## src/rtl/part_2_cs_pkg.sv

```systemverilog
// Shared types and constants for the part_2 co-simulation bridge.
package part_2_cs_pkg;

  localparam int unsigned N_CH_C = 3;
  localparam int unsigned PW_C   = 9;

  typedef enum logic [1:0] {
    IDLE  = 2'd0,
    STALL = 2'd1,
    ERROR = 2'd2
  } stager_state_e;

  typedef logic [PW_C-1:0] payload_t;

endpackage

```

## src/rtl/part_2_ch_fifo.sv

```systemverilog
// Per-channel payload FIFO; pointers carry one extra wrap bit so full and
// empty are told apart by the MSB comparison.
module part_2_ch_fifo #(
  parameter int unsigned PW    = 9,
  parameter int unsigned DEPTH = 4
) (
  input  logic          clk_i,
  input  logic          rst_ni,
  input  logic          push_i,
  input  logic          pop_i,
  input  logic [PW-1:0] din_i,
  output logic [PW-1:0] dout_o,
  output logic          full_o,
  output logic          empty_o
);

  localparam int unsigned AW = $clog2(DEPTH);

  logic [AW:0]   wptr_q, rptr_q;
  logic [PW-1:0] mem_q [DEPTH];
  logic          do_push, do_pop;

  assign empty_o = (wptr_q == rptr_q);
  assign full_o  = (wptr_q[AW] != rptr_q[AW]) && (wptr_q[AW-1:0] == rptr_q[AW-1:0]);
  assign do_pop  = pop_i & ~empty_o;
  assign do_push = push_i & (~full_o | do_pop);
  assign dout_o  = mem_q[rptr_q[AW-1:0]];

  always_ff @(posedge clk_i or negedge rst_ni) begin
    if (!rst_ni) begin
      wptr_q <= '0;
      rptr_q <= '0;
      for (int i = 0; i < int'(DEPTH); i++) mem_q[i] <= '0;
    end else begin
      if (do_push) begin
        mem_q[wptr_q[AW-1:0]] <= din_i;
        wptr_q                <= wptr_q + 1'b1;
      end
      if (do_pop) rptr_q <= rptr_q + 1'b1;
    end
  end

endmodule

```

## src/rtl/part_2_vec_stager.sv

```systemverilog
// Receive-side staging buffer: per-channel FIFOs drained one vector per mission
// edge, with upload capture, per-channel freeze requests and a stall watchdog.
module part_2_vec_stager
  import part_2_cs_pkg::*;
#(
  parameter int unsigned N_CH     = N_CH_C,
  parameter int unsigned PW       = PW_C,
  parameter int unsigned DEPTH    = 4,
  parameter int unsigned WDOG_MAX = 10000
) (
  input  logic               clk_i,
  input  logic               rst_ni,
  input  logic               tick_i,
  input  logic               rx_valid_i,
  input  logic [1:0]         rx_ch_i,
  input  logic [PW-1:0]      rx_data_i,
  output logic               rx_ready_o,
  output logic [N_CH*PW-1:0] dut_vec_o,
  output logic               dut_upd_o,
  input  logic               up_valid_i,
  input  logic [7:0]         up_data_i,
  output logic [PW-1:0]      up_vec_o,
  output logic               up_vld_o,
  output logic [N_CH-1:0]    freeze_o,
  output logic               wdog_err_o,
  output logic               tick_ovf_o
);

  localparam int unsigned WW = $clog2(WDOG_MAX + 1);

  stager_state_e      state_q, state_d;
  logic [WW-1:0]      wdog_q, wdog_d, wdog_cnt;
  logic [N_CH-1:0]    freeze_q, freeze_d;
  logic [2:0]         tick_sync_q;
  logic               tick_edge;
  logic [N_CH-1:0]    push, full, empty;
  logic               pop_all, all_avail;
  logic [PW-1:0]      dout [N_CH];
  logic [N_CH*PW-1:0] dut_vec_q;
  logic [PW-1:0]      up_vec_q;
  logic               dut_upd_q, up_vld_q, wdog_err_q, tick_ovf_q;

  // Two synchroniser flops plus one history flop for the rising-edge detect.
  assign tick_edge = tick_sync_q[1] & ~tick_sync_q[2];
  assign all_avail = ~|empty;

  always_comb begin
    rx_ready_o = 1'b1;
    push       = '0;
    for (int i = 0; i < int'(N_CH); i++) begin
      if (rx_ch_i == 2'(i)) begin
        rx_ready_o = ~full[i];
        push[i]    = rx_valid_i & ~full[i];
      end
    end
  end

  for (genvar g = 0; g < int'(N_CH); g++) begin : g_ch
    part_2_ch_fifo #(
      .PW    (PW),
      .DEPTH (DEPTH)
    ) u_fifo (
      .clk_i   (clk_i),
      .rst_ni  (rst_ni),
      .push_i  (push[g]),
      .pop_i   (pop_all),
      .din_i   (rx_data_i),
      .dout_o  (dout[g]),
      .full_o  (full[g]),
      .empty_o (empty[g])
    );
  end

  always_comb begin
    state_d  = state_q;
    wdog_d   = wdog_q;
    freeze_d = freeze_q;
    pop_all  = 1'b0;
    wdog_cnt = wdog_q + 1'b1;
    unique case (state_q)
      IDLE: begin
        if (tick_edge) begin
          if (all_avail) begin
            pop_all = 1'b1;
          end else begin
            state_d  = STALL;
            wdog_d   = '0;
            freeze_d = empty;
          end
        end
      end
      STALL: begin
        wdog_d   = wdog_cnt;
        freeze_d = empty;
        if (all_avail) begin
          pop_all  = 1'b1;
          freeze_d = '0;
          state_d  = IDLE;
        end else if (wdog_cnt == WW'(WDOG_MAX)) begin
          state_d = ERROR;
        end
      end
      ERROR:   freeze_d = '1;
      default: state_d  = IDLE;
    endcase
  end

  always_ff @(posedge clk_i or negedge rst_ni) begin
    if (!rst_ni) begin
      state_q     <= IDLE;
      wdog_q      <= '0;
      freeze_q    <= '0;
      tick_sync_q <= '0;
      dut_vec_q   <= '0;
      dut_upd_q   <= 1'b0;
      up_vec_q    <= '0;
      up_vld_q    <= 1'b0;
      wdog_err_q  <= 1'b0;
      tick_ovf_q  <= 1'b0;
    end else begin
      state_q     <= state_d;
      wdog_q      <= wdog_d;
      freeze_q    <= freeze_d;
      tick_sync_q <= {tick_sync_q[1:0], tick_i};
      dut_upd_q   <= pop_all;
      if (pop_all) begin
        for (int i = 0; i < int'(N_CH); i++) dut_vec_q[i*PW +: PW] <= dout[i];
      end
      // Upload is sampled on every edge, even one that a stall drops.
      up_vld_q <= tick_edge && (state_q != ERROR);
      if (tick_edge && (state_q != ERROR)) up_vec_q <= PW'({up_valid_i, up_data_i});
      if (state_q == ERROR) wdog_err_q <= 1'b1;
      if (tick_edge && (state_q != IDLE)) tick_ovf_q <= 1'b1;
    end
  end

  assign dut_vec_o  = dut_vec_q;
  assign dut_upd_o  = dut_upd_q;
  assign up_vec_o   = up_vec_q;
  assign up_vld_o   = up_vld_q;
  assign freeze_o   = freeze_q;
  assign wdog_err_o = wdog_err_q;
  assign tick_ovf_o = tick_ovf_q;

endmodule

```

## config.mk

```make
export PLATFORM = sky130hd
export DESIGN_NAME = part_2_vec_stager
export DESIGN_NICKNAME = d
export VERILOG_FILES = /design/src/rtl/part_2_cs_pkg.sv /design/src/rtl/part_2_ch_fifo.sv /design/src/rtl/part_2_vec_stager.sv
export SDC_FILE = /design/constraint.sdc
export NUM_CORES = 1
export LEC_CHECK = 0
export ABC_AREA = 1
export BUFFER_PORTS_ARGS = -buffer_cell sky130_fd_sc_hd__buf_2
export CORE_MARGIN = 4
export CORE_UTILIZATION = 28
export CTS_BUF_LIST = sky130_fd_sc_hd__clkbuf_8
export DETAILED_ROUTE_END_ITERATION = 8
export SYNTH_ARGS = -nofsm -noshare
export SYNTH_HDL_FRONTEND = slang
export SYNTH_HIERARCHICAL = 1
export SYNTH_SLANG_ARGS = --single-unit
```

## constraint.sdc

```tcl
create_clock -name clk_i -period 2.8 [get_ports clk_i]
set_input_delay 0.56 -clock clk_i [delete_from_list [all_inputs] [get_ports clk_i]]
set_output_delay 0.56 -clock clk_i [all_outputs]
set_load 0.05 [all_outputs]
```

After elaboration in Yosys (flattened, before gate mapping):

Index checks and enable logic that the tools add are counted.

* flip-flop bits (word level): 188
* latch bits: 0
* memory bits (writable): 0
* memory bits (read-only): 0
* bits of input ports: 24
* logic and storage cells: 145
* memories kept: 0

* $add $sub $neg: 7
* $mul: 0
* div/mod/pow operators: 0
* order comparisons: 9
* eq/ne operators: 18
* shift operators: 0
* muxes and demuxes: 39
* bitwise logic cells: 27
* reduce and logical (&&, ||, !) cells: 17

Operator list (number)
* $bwmux W36: 3
* $mux W9: 9
* $bmux W9 S2: 3
* $demux W9 S2: 3
* $mux W14: 2
* $pmux W14 S2: 1
* $add A3 B1 Y3 const B: 6
* $ge A3 B3 Y1 const B: 6
* $not A2 Y3: 6
* $add A14 B1 Y14 const B: 1
* $eq A14 B14 Y1 const B: 1
* $and A1 B1 Y1: 10
* $eq A3 B3 Y1: 3
* $lt A3 B1 Y1 const B: 3
* $mux W3: 3
* $pmux W3 S3: 1
* $logic_and A1 B1 Y1: 8
* $mux W1: 8
* $mux W2: 4
* $not A1 Y1: 8
* $eq A2 B2 Y1: 3
* $ne A2 B2 Y1 const B: 3
* $pmux W2 S3: 1
* $reduce_and A3 Y1: 2
* 11 further kinds: 19

Depth between registers and ports, before layout:

* depth in word-level cells: 8
* gate-level depth with buffers: 16
* mapped depth without buffers: 15

By module:

Netlist, hierarchy kept.

Modules (own cells, without submodules)
* part_2_ch_fifo: times used 3, cells each 259, area each 2173.3 um2, seq. area each 1051.0 um2
* part_2_vec_stager: times used 1, cells each 340, area each 2832.7 um2, seq. area each 1551.5 um2

Least setup slack after synthesis:

OpenSTA, ideal clock, no wires.

* kind: input -> output
* from: in rx_ch_i[1]
* to: out rx_ready_o
* arrival: 1966 ps
* required time: 2240 ps
* path slack: 274 ps
* stages on the path: 3
* path buffers: 0
* cells stage by stage: inv_1 or2_2 o21ai_0

* longest elaborated chain between the ends: 4
* elaborated cells on any way between the ends: 6
* classes of those cells: eq/ne (2); mux (3); reduce/logical (1)

RTL lines
* from (decl): RTL line part_2_vec_stager.sv:15 `input logic [1:0] rx_ch_i,`
* $logic_not A2 Y1: RTL line part_2_vec_stager.sv:51 `if (rx_ch_i == 2'(i)) begin`
* $mux W1 (2 in series): RTL line part_2_vec_stager.sv:51
* $mux W1 *: RTL line part_2_vec_stager.sv:51
* to (decl): RTL line part_2_vec_stager.sv:17 `output logic rx_ready_o,`

Mark *: on every way between the ends. The rest lies on a longest branch, timed or not.

Worst setup path in the final report:

* from: reg g_ch[0].u_fifo.wptr_q[0]
* to: out rx_ready_o

* longest elaborated chain between the ends: 6

RTL lines
* from (decl): RTL line part_2_ch_fifo.sv:19 `logic [AW:0] wptr_q, rptr_q;`
* from (signal assigned): RTL line part_2_ch_fifo.sv:37 `wptr_q <= wptr_q + 1'b1;`
* $eq A2 B2 Y1: RTL line part_2_ch_fifo.sv:24 `assign full_o = (wptr_q[AW] != rptr_q[AW]) && (wptr_q[AW-1:0] == rptr_q[AW-1:0]);`
* $logic_and A1 B1 Y1: RTL line part_2_ch_fifo.sv:24
* named net full[0]: RTL line part_2_vec_stager.sv:36 `logic [N_CH-1:0] push, full, empty;`
* $not A1 Y1: RTL line part_2_vec_stager.sv:52 `rx_ready_o = ~full[i];`
* $mux W1 (3 in series): RTL line part_2_vec_stager.sv:51

The timed path passes the listed nets, and every way through them passes these cells.

==> impl_metrics.toml <==
[outcome]
status = "complete, no violations"

[sta]
rsz0062_at_grt = "true"
max_freq_ghz = 0.3848
fin_hold_ws_ns = 0.04991
hold_viol = 0
maxSlewViolCount = 0
fin_skew_ns = 0.01895
period_minus_slack_ns = 2.599
max-slew-margin-rel_pct = 47.45
tightest_slew_ns = 0.7875
period_share_pct = 92.82
finalSetupViolations = 0
layout_setup_ws_ns = 0.2011

[detailed_routing]
avgViaCountPerCell = 4.867
met3_length_um = 1663
antenna_left = 0
routed_wl_um = 25530
dr_wl_met2_um = 11250
top_layer = "met5"
firstDrtPassIters = 5
vias = 7923
drt-initial-drc-count = 622
wl_met1_um = 12280
drc = 0
wl_per_cell_um = 15.68

[worst_hold_path]
hold_path_class = "in2async"

[setup_path]
critPathCapture = "rx_ready_o"
cp.arrival_ns = 2.04
end_kind = "output pin"
crit_required_ns = 2.24
startpoint_type = "flop"
reg2reg_depth = 14
startpoint = "g_ch[0].u_fifo/wptr_q[0]"
reg2reg_from = "g_ch[2].u_fifo/wptr_q[1]"
critPathMaxFanout = 5
r2r_slack_ns = 0.21
crit_type = "reg2out"
rr_endpoint = "g_ch[1].u_fifo/mem_q[1]"

[synth]
ys_seq_elements = 188
netlist.area_leader.share_pct = 50.30
synth-seq-area-share_pct = 50.30
syn-num-nets = 1161
syn_avg_cell_area_um2 = 8.373
netlist_area_mm2 = 0.009353
ys_warn_count = 6
synth_edf_count = 0
synthCells = 1117
synthArstFlopShare_pct = 100.0
yosysUniqueCellTypes = 36
ys.flop_type = "dfrtp_1"
synthMostInstantiatedCell = "nand2_1"
synth.area.top_cells = "dfrtp_1 (50%), nand2_1 (17%), nand4_1 (7.9%)"
yosys.area.top_type = "dfrtp_1"
synth_common_cells = "nand2_1 (423), dfrtp_1 (188), nand4_1 (118)"

[floorplanning]
die_y_um = 190.8
dieArea_mm2 = 0.03639
coreArea_mm2 = 0.03278
die_w_um = 190.8
io-pin-count = 68
initial_core_util_pct = 28.53
rows = 66

[finish]
final_util_pct = 32.22
antennaDiodeCount = 0
layoutNonFillerInstCount = 1628
seqCellArea_mm2 = 0.004705
multi_input_area_mm2 = 0.004116
final_nets = 1217
drive_gt1_share_pct = 15.09
fillers = 3503
syn_to_final_growth_pct = 12.95
final_cell_area_mm2 = 0.01056

[placed_design]
dp_hpwl_um = 17210
gp_congestion = 0.8275
dp.cells = 1596
placed_cell_area_mm2 = 0.01014
io_buffer_count = 67
place_ws_ns = 0.2541

[clock_tree]
cts_sinks = 188
cts_tree = "built"
ctsResizeCount = 0
clkLatencyLatePin_ns = 0.47
cts_setup_buffers = 0
cts_made_buffers = 17
hold_buffers = 0
cts_root_buf = "clkbuf_8"
clk_pin_slew_ns = 0.10
cts_max_level = 4
clockBufferDepth = 2

[global_route]
antenna_found_initial = 2
grt_max_degree = 66
overflow = 0
grt_pass1_vias = 7658
grt_pass1_wl_um = 41900
grt.total_usage_pct = 14.27

[pwr]
powerDensity_mw_per_mm2 = 1167
p_leak_nw = 5.283
vdd_ir_drop_max_uv = 561.3

[run]
maxCapViolations = 0
[registers in the layout, indices dropped and copies added, names as in the netlist]
signal and flops:
g_ch.u_fifo/rptr_q 9, tick_sync_q 3, tick_ovf_o 1, wdog_q 14
wdog_err_o 1, dut_upd_o 1, up_vld_o 1, up_vec_o 9
dut_vec_o 27, freeze_o 3, state_q 2, g_ch.u_fifo/wptr_q 9
g_ch.u_fifo/mem_q 108
[cell type report]
class / count / share of cell area [%]
flip-flops and latches: 188 / 44.53
multi-input cells: 822 / 38.97
repair buffers: 95 / 5.484
well taps: 442 / 5.235
clock buffers: 19 / 2.475
inverters: 49 / 1.741
clock inverters: 13 / 1.563
[per-stage QoR]
step                 TNS (ns)  power, mW
floorplan                   0      8.751
global placement            0      10.35
detailed placement          0      10.42
CTS                         0      12.43
global route        -0.009169      13.35
finish                      0      12.33
[worst min path at each step]
stage                           to      startpoint  slack (ns)  cells after the start
global route             wdog_q[8]          rst_ni        0.08                      1
CTS                      wdog_q[8]          rst_ni        0.07                      1
floorplan                dut_upd_o          rst_ni        0.26                      0
global placement    tick_sync_q[1]  tick_sync_q[0]        0.33                      0
finish                   wdog_q[8]          rst_ni        0.05                      1
detailed placement  tick_sync_q[1]  tick_sync_q[0]        0.35                      0
[where the power goes]
group,switching (mW),internal (mW)
Combinational,4.19,1.73
Sequential,0.666,3.77
Clock,1.03,0.938
Total,5.89,6.44
[layout by cell type, fill, tap and decap left out, drive strengths merged]
| master | n |
|---|---|
| o21ai | 75 |
| dfrtp | 188 |
| nand3b | 1 |
| buf | 94 |
| nand2 | 432 |
| nand3 | 39 |
| nor3 | 3 |
| o21bai | 1 |
| clkinv | 8 |
| a21oi | 1 |
| o22ai | 32 |
| nand4 | 121 |
| bufinv | 3 |
| clkinvlp | 1 |
| ha | 20 |
| nor2 | 77 |
| inv | 50 |
| xnor2 | 7 |
| and3 | 3 |
| xor2 | 3 |
| nor4 | 1 |
| o21a | 4 |
| clkbuf | 20 |
| or2 | 2 |
[critical path: stages (launching register included)]
cell	delay (ns)
dfrtp_1	0.47
xnor2_2	0.27
and3_2	0.25
nor2_1	0.04
o21ai_0	0.14
o21ai_0	0.16
buf_2	0.25
[cell families (layout without fill, tap and decap cells)]
kind of cell	Yosys count	count (layout)	share of synthesized area [%]
and+or+nand+nor	679	679	33.40
DFF	188	188	50.30
AOI/OAI and AO/OA	113	113	6.609
buffers and inverters	107	176	5.833
adders and majority gates	20	20	2.676
xor gates and xnor gates	10	10	1.177
[routing by layer]
layer / global-route usage [%] / vias to the layer above
li1: - / 3846
met3: 3.662 / 23
met2: 21.81 / 236
met5: 0 / -
met4: 3.260 / 4
met1: 20.40 / 3814
Power figures use the tool's default switching activity.
